==> src/rtl/biu_pkg.sv <==
// rtl/biu_pkg.sv - shared types and constants for the BIU arbiter
package biu_pkg;

    typedef enum logic [1:0] {
        IDLE  = 2'd0,
        ISSUE = 2'd1,
        WAIT  = 2'd2
    } state_e;

    localparam logic [1:0] BIU_MOV  = 2'b00;
    localparam logic [1:0] BIU_LDST = 2'b01;

    localparam int DEFAULT_TIMEOUT = 16;

endpackage

==> src/rtl/rr_pick.sv <==
// rtl/rr_pick.sv - round-robin pick: first set request at or above ptr, wrapping
module rr_pick #(
    parameter int N_REQ = 2,
    parameter int PW    = $clog2(N_REQ)
) (
    input  logic [N_REQ-1:0] req,
    input  logic [PW-1:0]    ptr,
    output logic             valid,
    output logic [PW-1:0]    winner,
    output logic [N_REQ-1:0] onehot
);

    always_comb begin
        valid  = 1'b0;
        winner = '0;
        onehot = '0;
        for (int i = 0; i < N_REQ; i++) begin
            int idx;
            idx = int'(ptr) + i;
            if (idx >= N_REQ) begin
                idx = idx - N_REQ;
            end
            if (!valid && req[idx]) begin
                valid  = 1'b1;
                winner = PW'(idx);
            end
        end
        if (valid) begin
            onehot[winner] = 1'b1;
        end
    end

endmodule

==> src/rtl/biu_arbiter.sv <==
// rtl/biu_arbiter.sv - round-robin owner of the single BIU with ready watchdog
module biu_arbiter
    import biu_pkg::*;
#(
    parameter int N_REQ   = 2,
    parameter int TIMEOUT = DEFAULT_TIMEOUT
) (
    input  logic               clk,
    input  logic               rst_n,
    input  logic [N_REQ-1:0]   req,
    input  logic [2*N_REQ-1:0] op,
    input  logic               ready_bus,
    output logic               cs_biu,
    output logic [1:0]         sel_biu,
    output logic [N_REQ-1:0]   grant,
    output logic [N_REQ-1:0]   done,
    output logic               timeout_err,
    output logic               busy
);

    localparam int CNT_W = $clog2(TIMEOUT + 1);
    localparam int PW    = $clog2(N_REQ);

    state_e             state_q, state_d;
    logic [PW-1:0]      ptr_q, ptr_d;
    logic [PW-1:0]      owner_q, owner_d;
    logic [CNT_W-1:0]   cnt_q, cnt_d;
    logic [N_REQ-1:0]   grant_q, grant_d;
    logic [N_REQ-1:0]   done_q, done_d;
    logic [1:0]         sel_q, sel_d;
    logic               cs_q, cs_d;
    logic               to_q, to_d;
    logic               busy_q, busy_d;

    logic               pick_valid;
    logic [PW-1:0]      pick_winner;
    logic [N_REQ-1:0]   pick_onehot;

    rr_pick #(.N_REQ(N_REQ), .PW(PW)) u_pick (
        .req    (req),
        .ptr    (ptr_q),
        .valid  (pick_valid),
        .winner (pick_winner),
        .onehot (pick_onehot)
    );

    always_comb begin
        state_d = state_q;
        ptr_d   = ptr_q;
        owner_d = owner_q;
        cnt_d   = cnt_q;
        grant_d = grant_q;
        sel_d   = sel_q;
        busy_d  = busy_q;
        cs_d    = 1'b0;
        done_d  = '0;
        to_d    = 1'b0;
        case (state_q)
            IDLE: begin
                // The done cycle is dead time: the old owner gets one cycle to drop req.
                if (pick_valid && (done_q == '0)) begin
                    grant_d = pick_onehot;
                    sel_d   = op[{pick_winner, 1'b0} +: 2];
                    owner_d = pick_winner;
                    cs_d    = 1'b1;
                    busy_d  = 1'b1;
                    state_d = ISSUE;
                end
            end
            ISSUE: begin
                cnt_d   = '0;
                state_d = WAIT;
            end
            WAIT: begin
                if (ready_bus || (cnt_q == CNT_W'(TIMEOUT - 1))) begin
                    done_d  = grant_q;
                    to_d    = !ready_bus;
                    grant_d = '0;
                    sel_d   = '0;
                    busy_d  = 1'b0;
                    ptr_d   = (owner_q == PW'(N_REQ - 1)) ? '0 : owner_q + PW'(1);
                    state_d = IDLE;
                end else begin
                    cnt_d = cnt_q + CNT_W'(1);
                end
            end
            default: begin
                state_d = IDLE;
            end
        endcase
    end

    always_ff @(posedge clk) begin
        if (!rst_n) begin
            state_q <= IDLE;
            ptr_q   <= '0;
            owner_q <= '0;
            cnt_q   <= '0;
            grant_q <= '0;
            done_q  <= '0;
            sel_q   <= '0;
            cs_q    <= 1'b0;
            to_q    <= 1'b0;
            busy_q  <= 1'b0;
        end else begin
            state_q <= state_d;
            ptr_q   <= ptr_d;
            owner_q <= owner_d;
            cnt_q   <= cnt_d;
            grant_q <= grant_d;
            done_q  <= done_d;
            sel_q   <= sel_d;
            cs_q    <= cs_d;
            to_q    <= to_d;
            busy_q  <= busy_d;
        end
    end

    assign cs_biu      = cs_q;
    assign sel_biu     = sel_q;
    assign grant       = grant_q;
    assign done        = done_q;
    assign timeout_err = to_q;
    assign busy        = busy_q;

endmodule

==> config.mk <==
export PLATFORM = sky130hd
export DESIGN_NAME = biu_arbiter
export DESIGN_NICKNAME = d
export VERILOG_FILES = /design/src/rtl/biu_pkg.sv /design/src/rtl/rr_pick.sv /design/src/rtl/biu_arbiter.sv
export SDC_FILE = /design/constraint.sdc
export NUM_CORES = 1
export LEC_CHECK = 0
export CORE_MARGIN = 2
export CORE_UTILIZATION = 28
export DETAILED_ROUTE_END_ITERATION = 8
export GPL_TIMING_DRIVEN = 0
export PLACE_DENSITY = 0.5
export SLEW_MARGIN = 20
export SYNTH_ARGS = -nofsm -noshare
export SYNTH_HDL_FRONTEND = slang
export SYNTH_SLANG_ARGS = --single-unit
==> constraint.sdc <==
create_clock -name clk -period 3.65 [get_ports clk]
set_input_delay 0.73 -clock clk [delete_from_list [all_inputs] [get_ports clk]]
set_output_delay 0.73 -clock clk [all_outputs]
set_load 0.02 [all_outputs]
==> results of run 1 <==
## layout make-up
cell class	instances	area, sq um	area share (%)
Multi-Input combinational cell	59	382.9	37.92
Sequential cell	18	360.3	35.69
Timing Repair Buffer	16	160.2	15.86
Tap cell	31	38.79	3.841
Clock buffer	4	36.28	3.594
Buffer	6	23.77	2.354
Inverter	2	7.507	0.7435
## state kept, by name (all words and copies together) (netlist names), 2 cells and up
name and flops:
grant 2, cnt_q 5, sel_biu 2, done 2, state_q 2
## worst max-delay path, stage by stage, from the launching register on
cell      delay, ns
dfxtp_1        0.35
ha_1           0.23
and3_1         0.19
ha_1           0.21
or4b_1         0.46
clkbuf_1       0.18
a21oi_1        0.19
mux2i_1        0.20
## cells in the final DEF, fill, tap and decap left out, drive strengths merged
| master | netlist | layout |
|---|---|---|
| mux2i | 1 | 1 |
| inv | 2 | 2 |
| or4b | 1 | 1 |
| a311oi | 3 | 3 |
| nand3b | 1 | 1 |
| a211o | 1 | 1 |
| nor4 | 2 | 2 |
| nand3 | 6 | 6 |
| a221oi | 2 | 2 |
| ha | 2 | 2 |
| nand2 | 2 | 2 |
| o21ai | 6 | 6 |
| o221ai | 2 | 2 |
| clkbuf | 5 | 9 |
| or3 | 1 | 1 |
| or2b | 1 | 1 |
| nor4b | 1 | 1 |
| or4 | 1 | 1 |
| a21oi | 11 | 11 |
| nand2b | 5 | 5 |
| nor2 | 5 | 5 |
| dfxtp | 18 | 18 |
| and3 | 3 | 3 |
| clkdlybuf4s50 | 0 | 16 |
| buf | 1 | 1 |
| a21bo | 2 | 2 |
## cell usage after synthesis, types with 2 or more instances
library cell  instances  area [sq um]
a311oi_1              3         26.28
inv_1                 2         7.510
nor4_1                2         12.51
nand3_1               6         30.03
a21bo_2               2         20.02
nand2_1               2         7.510
a221oi_1              2         17.52
and3_1                3         18.77
ha_1                  2         25.02
clkbuf_1              5         18.77
o21ai_0               6         30.03
o221ai_1              2         17.52
nand2b_1              5         31.28
dfxtp_1              18         360.4
nor2_1                5         18.77
a21oi_1              11         55.05
## how the worst min path moves through the flow
stage / startpoint / to / slack [ns] / cells past startpoint
6_report: ptr_q / ptr_q / 0.48 / 2
5_1_grt: ptr_q / ptr_q / 0.51 / 2
4_1_cts: ptr_q / ptr_q / 0.48 / 2
3_5_place_dp: ptr_q / ptr_q / 0.46 / 2
3_3_place_gp: cnt_q[4] / cnt_q[4] / 0.46 / 2
2_1_floorplan: cnt_q[4] / cnt_q[4] / 0.45 / 2
## logic make-up after synthesis
kind of cell	share of synthesized area, %
AO/OA/AOI/OAI	22.62
adder cells (fa/ha/maj)	3.231
buffers and inverters	4.039
flip-flops	46.53
multiplexers	1.292
AND/OR/NAND/NOR	22.30
## metrics by stage
| stage | instance area (sq um) | hold WS (ns) |
|---|---|---|
| 3_3_place_gp | 973.4 | 0.4584 |
| 4_1_cts | 1010 | 0.4781 |
| 5_1_grt | 1010 | 0.5133 |
| 3_5_place_dp | 973.4 | 0.4621 |
| 6_report | 1010 | 0.4754 |
| 2_1_floorplan | 774.5 | 0.4479 |
## routing by layer
layer / global-route usage, % / vias up
met4: 5.102 / 0
met1: 16.76 / 315
met2: 18.60 / 11
met3: 2.304 / 2
li1: - / 356
met5: 0 / -
## power by group through the flow
stage	sequential, mW	combinational, mW	clock [mW]
2_1_floorplan	0.228	0.0372	0
3_3_place_gp	0.219	0.0788	0
3_5_place_dp	0.220	0.0791	0
4_1_cts	0.215	0.0795	0.129
5_1_grt	0.217	0.0874	0.135
6_report	0.215	0.0792	0.124
==> summary.md, run 1 <==
| Metric | Value |
|---|---|
| Layout cells sized above 1 | `7.619%` |
| Final period utilization | `56.68%` |
| Path depth of the worst reg2reg path | `7` |
| EDFF count, synth | `0` |
| First-pass GRT wire length | `3063 um` |
| Fmax | `0.4834 GHz` |
| Setup-failing EPs final | `0` |
| Effective utilization at floorplan | `28.83%` |
| Core footprint | `2686 sq um` |
| GRT overflow | `0` |
| Setup WS post-layout | `1.581 ns` |
| DR vias | `684` |
| # nets final | `117` |
| Final WL | `1669 um` |
| CP required | `3.88 ns` |
| End of the worst register-to-register path | `cnt_q[3]` |
| Main synth FF type | `dfxtp_1` |
| Flop pwr share | `51.4%` |
| CTS tree | `yes` |
| Mapped Cells | `85` |
| Remaining antenna violation count after routing | `0` |
| Setup TNS | `0 ns` |
| Total power | `0.4180 mW` |
| Clk_lat worst skew | `0.29 ns` |
| Final std cells w/o fill | `136` |
| GRT Util Overall | `12.19%` |
| Status | `finished clean` |
| Worst rel slew slack | `61.92%` |
| Syn. warnings | `0` |
| Rows | `19` |
| First-pass iteration count of the detailed router | `4` |
| Die width | `56.60 um` |
| Net Sw Frac | `26.83%` |
| Startpoint types | `flip-flop` |
| Worst Setup End Kind | `flip-flop` |
| Initial antenna violation count | `0` |
| Max-cap check violation count | `0` |
| Hold Fails Final Rpt | `0` |
| Clock share of power | `29.7%` |
| Largest net degree at the start of global routing | `11` |
| CP arrival | `2.30 ns` |
| Post-CTS resize count | `0` |
| Clock-pin slew on the worst setup and hold paths | `0.11 ns` |
| Sequential area share after synthesis | `46.53%` |
| Hold crit path type | `reg -> reg` |
| Top Ports | `18` |
| Worst setup path startpoint | `cnt_q[0]` |
| CTS sink cnt | `18` |
| Die Ht | `56.60 um` |
| Hold Buf Count CTS | `0` |
| Die area | `3203 sq um` |
| Setup crit end | `cnt_q[3]` |
| Post-synthesis net count | `96` |
| Vias in the first global route | `698` |
| Mapped Area | `774.5 sq um` |
| VDD IR max | `184.1 uV` |
| Clk buf depth | `2` |
| Flop2flop setup slack | `1.58 ns` |
| Synth unique cells | `25` |
| Layout area overhead | `30.37%` |
| Clock buffer count from CTS | `3` |
| H-tree Lvls | `1` |
| Async S/R FF share, synth | `0%` |
| Power Internal | `0.3058 mW` |
| PD cells | `414.0 nW/um^2` |
| Crit Path Category | `reg -> reg` |
| Met2 wire len | `744 um` |
| DP Cell Count | `132` |
| IO buf count | `16` |
| Yosys reg bits | `18` |
| LEAKAGE | `0.3656 nW` |
| Antenna Cells | `0` |
| Root Driver | `clkbuf_4` |
| GPL Wtd Cong | `0.7019` |
| Met3 routed wirelength | `63 um` |
| Final clock skew | `0.0006221 ns` |
| Fill cells | `288` |
| Syn Area/Cell | `9.112 sq um` |
| RSZ-0062 raised after global routing | `no` |
| Worst-path fanout max | `6` |
| Worst R2R Start | `cnt_q[0]` |
| DPL Wire Length | `1245 um` |
| Combinational power share | `18.9%` |
| Drt drc | `0` |
| Slew @ Worst Pin | `0.5652 ns` |
| Psw | `0.1122 mW` |
| Pins Over Slew Limit | `0` |
| Worst slack at placement | `1.288 ns` |
| Drt wl/cell | `12.27 um` |
| DRT iter0 DRCs | `18` |
| Highest metal layer with signal wires | `met4` |
| Final core utilization | `37.59%` |
| Post-DR vias/cell | `5.029` |
| Min Clock Period, post-route | `2.069 ns` |
| DRT met1 WL | `847 um` |
| Setup Buffers After CTS | `0` |
Note: power is estimated with default switching activity, not from simulation.
==> run 2, diff against run 1 <==
==> constraint.sdc (replaced) <==
create_clock -name clk -period 2.1 [get_ports clk]
set_input_delay 0.42 -clock clk [delete_from_list [all_inputs] [get_ports clk]]
set_output_delay 0.42 -clock clk [all_outputs]
set_load 0.02 [all_outputs]
==> run 2 against run 1 <==
Against the previous run: sequential power grew 73%; register-to-register slack got worse by 1.5 ns; wire length up 0.90%; utilization is 0.23 points higher; combinational power increased by 76%; flip-flop and latch count unchanged; via count up 0.29%; clock-buffer cell count did not move.
==> summary.md, run 2 (synthesis results as in run 1) <==
| Metric | Value |
|---|---|
| Biggest register | `cnt_q` |
| Remaining antenna violation count after routing | `0 (unchanged)` |
| IO buf count | `16 (unchanged)` |
| Layout area overhead | `31.18%` |
| CTS sink cnt | `18 (unchanged)` |
| Post-CTS resize count | `0 (unchanged)` |
| Worst path buffer plus inverter count | `1 (unchanged)` |
| Max-cap check violation count | `0 (unchanged)` |
| Number of flip-flops under the largest register name | `5 (unchanged)` |
| Top Ports | `18 (unchanged)` |
| Setup Buffers After CTS | `0 (unchanged)` |
| Hold Buf Count CTS | `0 (unchanged)` |
| GRT overflow | `0 (unchanged)` |
| DRT iter0 DRCs | `20 (+2)` |
| Final clock skew | `0.0009314 ns (+0.0003094 ns)` |
| Final WL | `1684 um (+0.90%)` |
| Setup TNS | `0 ns (unchanged)` |
| Hold crit path type | `reg -> reg` |
| Most common cell after layout, fill and taps aside | `dfxtp_1` |
| Clk buf depth | `2 (unchanged)` |
| Die Ht | `56.60 um (unchanged)` |
| Clock buffer count from CTS | `3 (unchanged)` |
| CP arrival | `2.28 ns (-0.02 ns)` |
| Initial antenna violation count | `0 (unchanged)` |
| Startpoint types | `flip-flop` |
| PD cells | `716.4 nW/um^2 (+73%)` |
| First-pass GRT wire length | `3063 um (unchanged)` |
| Clock share of power | `29.7% (about the same)` |
| Slew @ Worst Pin | `0.5711 ns (+0.005915 ns)` |
| Vias in the first global route | `698 (unchanged)` |
| Largest stage delay on the critical path | `0.47 ns (about the same)` |
| RSZ-0062 raised after global routing | `yes` |
| Clk_lat worst skew | `0.29 ns (about the same)` |
| H-tree Lvls | `1 (unchanged)` |
| Setup-failing EPs final | `0 (unchanged)` |
| # nets final | `117 (unchanged)` |
| VDD IR max | `321.0 uV (+74%)` |
| Worst-path fanout max | `6 (unchanged)` |
| Drt wl/cell | `12.38 um (+0.90%)` |
| Most frequent cells in the layout | `dfxtp_1 (18), clkdlybuf4s50_1 (16), a21oi_1 (10)` |
| Hold Fails Final Rpt | `0 (unchanged)` |
| Area after DPL | `973.4 sq um (unchanged)` |
| Layout cells sized above 1 | `9.524% (+1.9 points)` |
| Final std cells w/o fill | `136 (unchanged)` |
| DR vias | `686 (+0.29%)` |
| Root Driver | `clkbuf_4` |
| Final period utilization | `97.76% (+41 points)` |
| Most common cell type on the critical path | `ha_1` |
| Power Internal | `0.5318 mW (+74%)` |
| Flop2flop setup slack | `0.05 ns (-1.53 ns)` |
| Worst path cell trace | `ha_1 -> and3_1 -> ha_1 -> or4b_1 -> clkbuf_1 -> a21oi_2 -> mux2i_1` |
| DP Cell Count | `132 (unchanged)` |
| Effective utilization at floorplan | `28.83% (unchanged)` |
| Die area | `3203 sq um (unchanged)` |
| Pins Over Slew Limit | `0 (unchanged)` |
| GPL Wtd Cong | `0.7019 (unchanged)` |
| LEAKAGE | `0.3656 nW (about the same)` |
| Core footprint | `2686 sq um (unchanged)` |
| Psw | `0.1960 mW (+75%)` |
| Slowest CP cell | `or4b_1` |
| Combinational power share | `19.0% (about the same)` |
| Crit Path Category | `reg -> reg` |
| Net Sw Frac | `26.93% (+0.10 points)` |
| Post-DR vias/cell | `5.044 (+0.29%)` |
| Worst Setup End Kind | `flip-flop` |
| Rows | `19 (unchanged)` |
| First-pass iteration count of the detailed router | `4 (unchanged)` |
| GRT Util Overall | `12.19% (unchanged)` |
| Finished Cell Area | `1016 sq um (+0.62%)` |
| Final core utilization | `37.82% (+0.23 points)` |
| CP required | `2.33 ns (-1.55 ns)` |
| Fmax | `0.4871 GHz (+0.78%)` |
| Min Clock Period, post-route | `2.053 ns (-0.01594 ns)` |
| Die width | `56.60 um (unchanged)` |
| Clock-pin slew on the worst setup and hold paths | `0.11 ns (about the same)` |
| Worst rel slew slack | `61.52% (-0.40 points)` |
| Largest net degree at the start of global routing | `11 (unchanged)` |
| Total power | `0.7279 mW (+74%)` |
| Drt drc | `0 (unchanged)` |
| CTS tree | `yes` |
| Crit-path leading delay family | `simple AND/OR/NAND/NOR gates` |
| Flop pwr share | `51.3% (about the same)` |
| Status | `finished clean` |
| DPL Wire Length | `1245 um (unchanged)` |
| Antenna Cells | `0 (unchanged)` |
run 2: cell counts in the layout (fill, tap and decap cells not counted):
No cell type changed its count.
run 2: final timing paths:
kind / from / to / cells past startpoint
worst max register to register: cnt_q[0] / cnt_q[3] / 7
worst max-delay path: cnt_q[0] / cnt_q[3] / 7
worst min register to register: ptr_q / ptr_q / 2
worst min-delay path: ptr_q / ptr_q / 2
run 2: area by class of cell:
class                   instances  area (sq um)
plain buffers                   6         23.77
multi-input cells              59         389.1
inverters                       2         7.507
repair buffers                 16         160.2
fillers                       288          1670
well taps                      31         38.79
clock buffers                   4         36.28
flip-flops and latches         18         360.3
run 2: worst register-to-register path, cell delays in order (launching register included):
cell      delay (ns)
dfxtp_1         0.35
ha_1            0.23
and3_1          0.19
ha_1            0.22
or4b_1          0.47
clkbuf_1        0.18
a21oi_2         0.17
mux2i_1         0.19
run 2: power groups by stage:
stage               Clock [mW]  Sequential (mW)  Combinational, mW
global placement             0            0.381              0.137
finish                   0.216            0.373              0.139
CTS                      0.224            0.374              0.138
floorplan                    0            0.396             0.0647
global route             0.235            0.377              0.153
detailed placement           0            0.382              0.138
run 2: layer usage:
layer	global-route usage [%]	vias to the layer above	wire length, um
met1	16.76	316	833
li1	-	355	-
met4	5.102	0	13
met2	18.60	13	753
met5	0	-	0
met3	2.304	2	83
run 2: through the flow:
stage                     worst slack [ns]  hold slack (ns)
after global routing               -0.1083           0.5133
after detailed placement           0.04790           0.4621
final                              0.04707           0.4756
after CTS                          0.02572           0.4781
after floorplan                     0.2062           0.4479
after global placement             0.05834           0.4584
==> run 3, diff against run 2 <==
--- a/config.mk
+++ b/config.mk
@@ -5,6 +5,7 @@
 export SDC_FILE = /design/constraint.sdc
 export NUM_CORES = 1
 export LEC_CHECK = 0
+export CORE_ASPECT_RATIO = 0.6
 export CORE_MARGIN = 2
 export CORE_UTILIZATION = 28
 export DETAILED_ROUTE_END_ITERATION = 8
@@ -14,3 +15,4 @@
 export SYNTH_ARGS = -nofsm -noshare
 export SYNTH_HDL_FRONTEND = slang
 export SYNTH_SLANG_ARGS = --single-unit
+export TNS_END_PERCENT = 1
==> run 3 against run 2 <==
Against the previous run: flip-flop and latch count did not move; total power rose by 3.9%; sequential share of layout area fell by 0.43 points; sequential power barely moved; hold slack got worse by 0.0096 ns; clock-buffer cell count fell by 1; critical path depth did not move; wire length rose by 9.0%; largest cell class unchanged; register-to-register slack improved by 0.10 ns; highest routed layer unchanged.
==> summary.md, run 3 (synthesis results as in run 1) <==
| Metric | Value |
|---|---|
| Status | `finished clean` |
| Clock share of power | `31.9% (+2.2 points)` |
| Crit Path Category | `reg -> reg` |
| Flop pwr share | `49.4% (-1.9 points)` |
| Rows | `14 (-5)` |
| Effective utilization at floorplan | `30.28% (+1.5 points)` |
| Clock-pin slew on the worst setup and hold paths | `0.07 ns (-0.04 ns)` |
| CTS tree | `yes` |
| Drt wl/cell | `13.49 um (+9.0%)` |
| Core footprint | `2557 sq um (-4.8%)` |
| Slew @ Worst Pin | `0.5345 ns (-0.03664 ns)` |
| Die Ht | `44.74 um (-21%)` |
| Drt drc | `0 (unchanged)` |
| H-tree Lvls | `1 (unchanged)` |
| Clk buf depth | `2 (unchanged)` |
| Setup Buffers After CTS | `0 (unchanged)` |
| Post-DR vias/cell | `5.059 (+0.29%)` |
| Vias in the first global route | `620 (-11%)` |
| Clk_lat worst skew | `0.26 ns (-0.03 ns)` |
| PD cells | `735.1 nW/um^2 (+2.6%)` |
| Hold Worst Slack | `0.4659 ns (-0.009617 ns)` |
| Power Internal | `0.5545 mW (+4.3%)` |
| Final clock skew | `0.006428 ns (+0.005496 ns)` |
| Setup crit end | `cnt_q[3]` |
| Initial antenna violation count | `0 (unchanged)` |
| Final std cells w/o fill | `136 (unchanged)` |
| Final period utilization | `92.91% (-4.8 points)` |
| Final WL | `1835 um (+9.0%)` |
| Hold Fails Final Rpt | `0 (unchanged)` |
| Final core utilization | `40.22% (+2.4 points)` |
| VDD IR max | `337.8 uV (+5.2%)` |
| Psw | `0.2016 mW (+2.8%)` |
| Remaining antenna violation count after routing | `0 (unchanged)` |
| CP required | `2.29 ns (-0.04 ns)` |
| Most frequent cells in the layout | `dfxtp_1 (18), clkdlybuf4s50_1 (16), a21oi_1 (10)` |
| Layout area overhead | `32.80%` |
| Worst-path fanout max | `6 (unchanged)` |
| GRT Util Overall | `13.31% (+1.1 points)` |
| DP Cell Count | `133 (+0.76%)` |
| Flop2flop setup slack | `0.15 ns (+0.10 ns)` |
| Die width | `71.90 um (+27%)` |
| Number of flip-flops under the largest register name | `5 (unchanged)` |
| RSZ-0062 raised after global routing | `yes` |
| GPL Wtd Cong | `0.7419 (+5.7%)` |
| GRT overflow | `0 (unchanged)` |
| Worst Setup End Kind | `flip-flop` |
| Startpoint types | `flip-flop` |
| Total power | `0.7561 mW (+3.9%)` |
| IO buf count | `16 (unchanged)` |
| Worst R2R Start | `cnt_q[0]` |
| Fmax | `0.5125 GHz (+5.2%)` |
| First-pass iteration count of the detailed router | `4 (unchanged)` |
| Path depth of the worst reg2reg path | `7 (unchanged)` |
| Clock buffer count from CTS | `3 (unchanged)` |
| First-pass GRT wire length | `3077 um (+0.46%)` |
| DR vias | `688 (+0.29%)` |
| Worst slack at placement | `0.03892 ns (-0.008977 ns)` |
| Antenna Cells | `0 (unchanged)` |
| Pins Over Slew Limit | `0 (unchanged)` |
| Most common cell after layout, fill and taps aside | `dfxtp_1` |
| Worst rel slew slack | `63.99% (+2.5 points)` |
| Largest net degree at the start of global routing | `11 (unchanged)` |
| End of the worst register-to-register path | `cnt_q[3]` |
| # nets final | `117 (unchanged)` |
| Setup WS post-layout | `0.1489 ns (+0.1018 ns)` |
| CP arrival | `2.14 ns (-0.14 ns)` |
| Die area | `3217 sq um (+0.42%)` |
| Net Sw Frac | `26.66% (-0.27 points)` |
| DPL Wire Length | `1368 um (+9.8%)` |
| LEAKAGE | `0.3632 nW (-0.67%)` |
| Worst setup path startpoint | `cnt_q[0]` |
| Max-cap check violation count | `0 (unchanged)` |
| Top Ports | `18 (unchanged)` |
| Biggest register | `cnt_q` |
| Combinational power share | `18.7% (-0.3 points)` |
| Hold crit path type | `reg -> reg` |
| Root Driver | `clkbuf_8` |
| Layout cells sized above 1 | `11.54% (+2.0 points)` |
| Setup-failing EPs final | `0 (unchanged)` |
| DRT iter0 DRCs | `12 (-40%)` |
| Min Clock Period, post-route | `1.951 ns (-0.1018 ns)` |
| CTS sink cnt | `18 (unchanged)` |
[run 3: changes by cell type in the layout (fill, tap and decap cells not counted)]
cell      change
clkbuf_8      +2
buf_2         +1
clkbuf_4      -3
clkbuf_1      -1
ha_2          +2
ha_1          -2
[run 3: stage by stage]
stage	TNS [ns]	instance area, sq um
finish	0	1028
global route	-0.05207	1028
CTS	0	1016
detailed placement	0	974.7
global placement	0	974.7
floorplan	0	774.5
[run 3: cell type report]
type / count / area [sq um]
inverters: 2 / 7.507
multi-input cells: 59 / 394.1
fillers: 252 / 1529
well taps: 32 / 40.04
repair buffers: 16 / 160.2
clock buffers: 3 / 41.29
plain buffers: 6 / 25.02
flip-flops and latches: 18 / 360.3
[run 3: metal layers]
| layer | GRT usage, % | share of wire, % | routed length, um | vias up |
|---|---|---|---|---|
| li1 | - | - | - | 357 |
| met5 | 0 | 0 | 0 | - |
| met3 | 4.688 | 5.8 | 106 | 4 |
| met2 | 17.04 | 36 | 652 | 21 |
| met1 | 19.78 | 57 | 1045 | 306 |
| met4 | 5.660 | 1.6 | 30 | 0 |
[run 3: what timing repair did]
item | in CTS | in global routing
resized for setup | 0 | 7
endpoints found under the setup margin | 0 | 6
hold buffers | 0 | 0
[run 3: how the worst min path moves through the flow]
stage          cells after the start  slack, ns  startpoint        to
4_1_cts                            2       0.47    cnt_q[4]  cnt_q[4]
3_3_place_gp                       2       0.46    cnt_q[4]  cnt_q[4]
3_5_place_dp                       2       0.46    cnt_q[4]  cnt_q[4]
2_1_floorplan                      2       0.45    cnt_q[4]  cnt_q[4]
6_report                           2       0.47    cnt_q[4]  cnt_q[4]
5_1_grt                            2       0.49    cnt_q[4]  cnt_q[4]
[run 3: power by group through the flow]
stage	Sequential, mW	Clock (mW)	Combinational [mW]
4_1_cts	0.373	0.253	0.140
3_5_place_dp	0.381	0	0.140
6_report	0.374	0.241	0.141
5_1_grt	0.376	0.268	0.156
2_1_floorplan	0.396	0	0.0647
3_3_place_gp	0.381	0	0.138
[run 3: critical path: stages (launching register included)]
cell and delay [ns]:
dfxtp_1 0.34, ha_2 0.20, and3_1 0.20, ha_2 0.20, or4b_1 0.45, buf_2 0.18
a21oi_2 0.14, mux2i_1 0.18
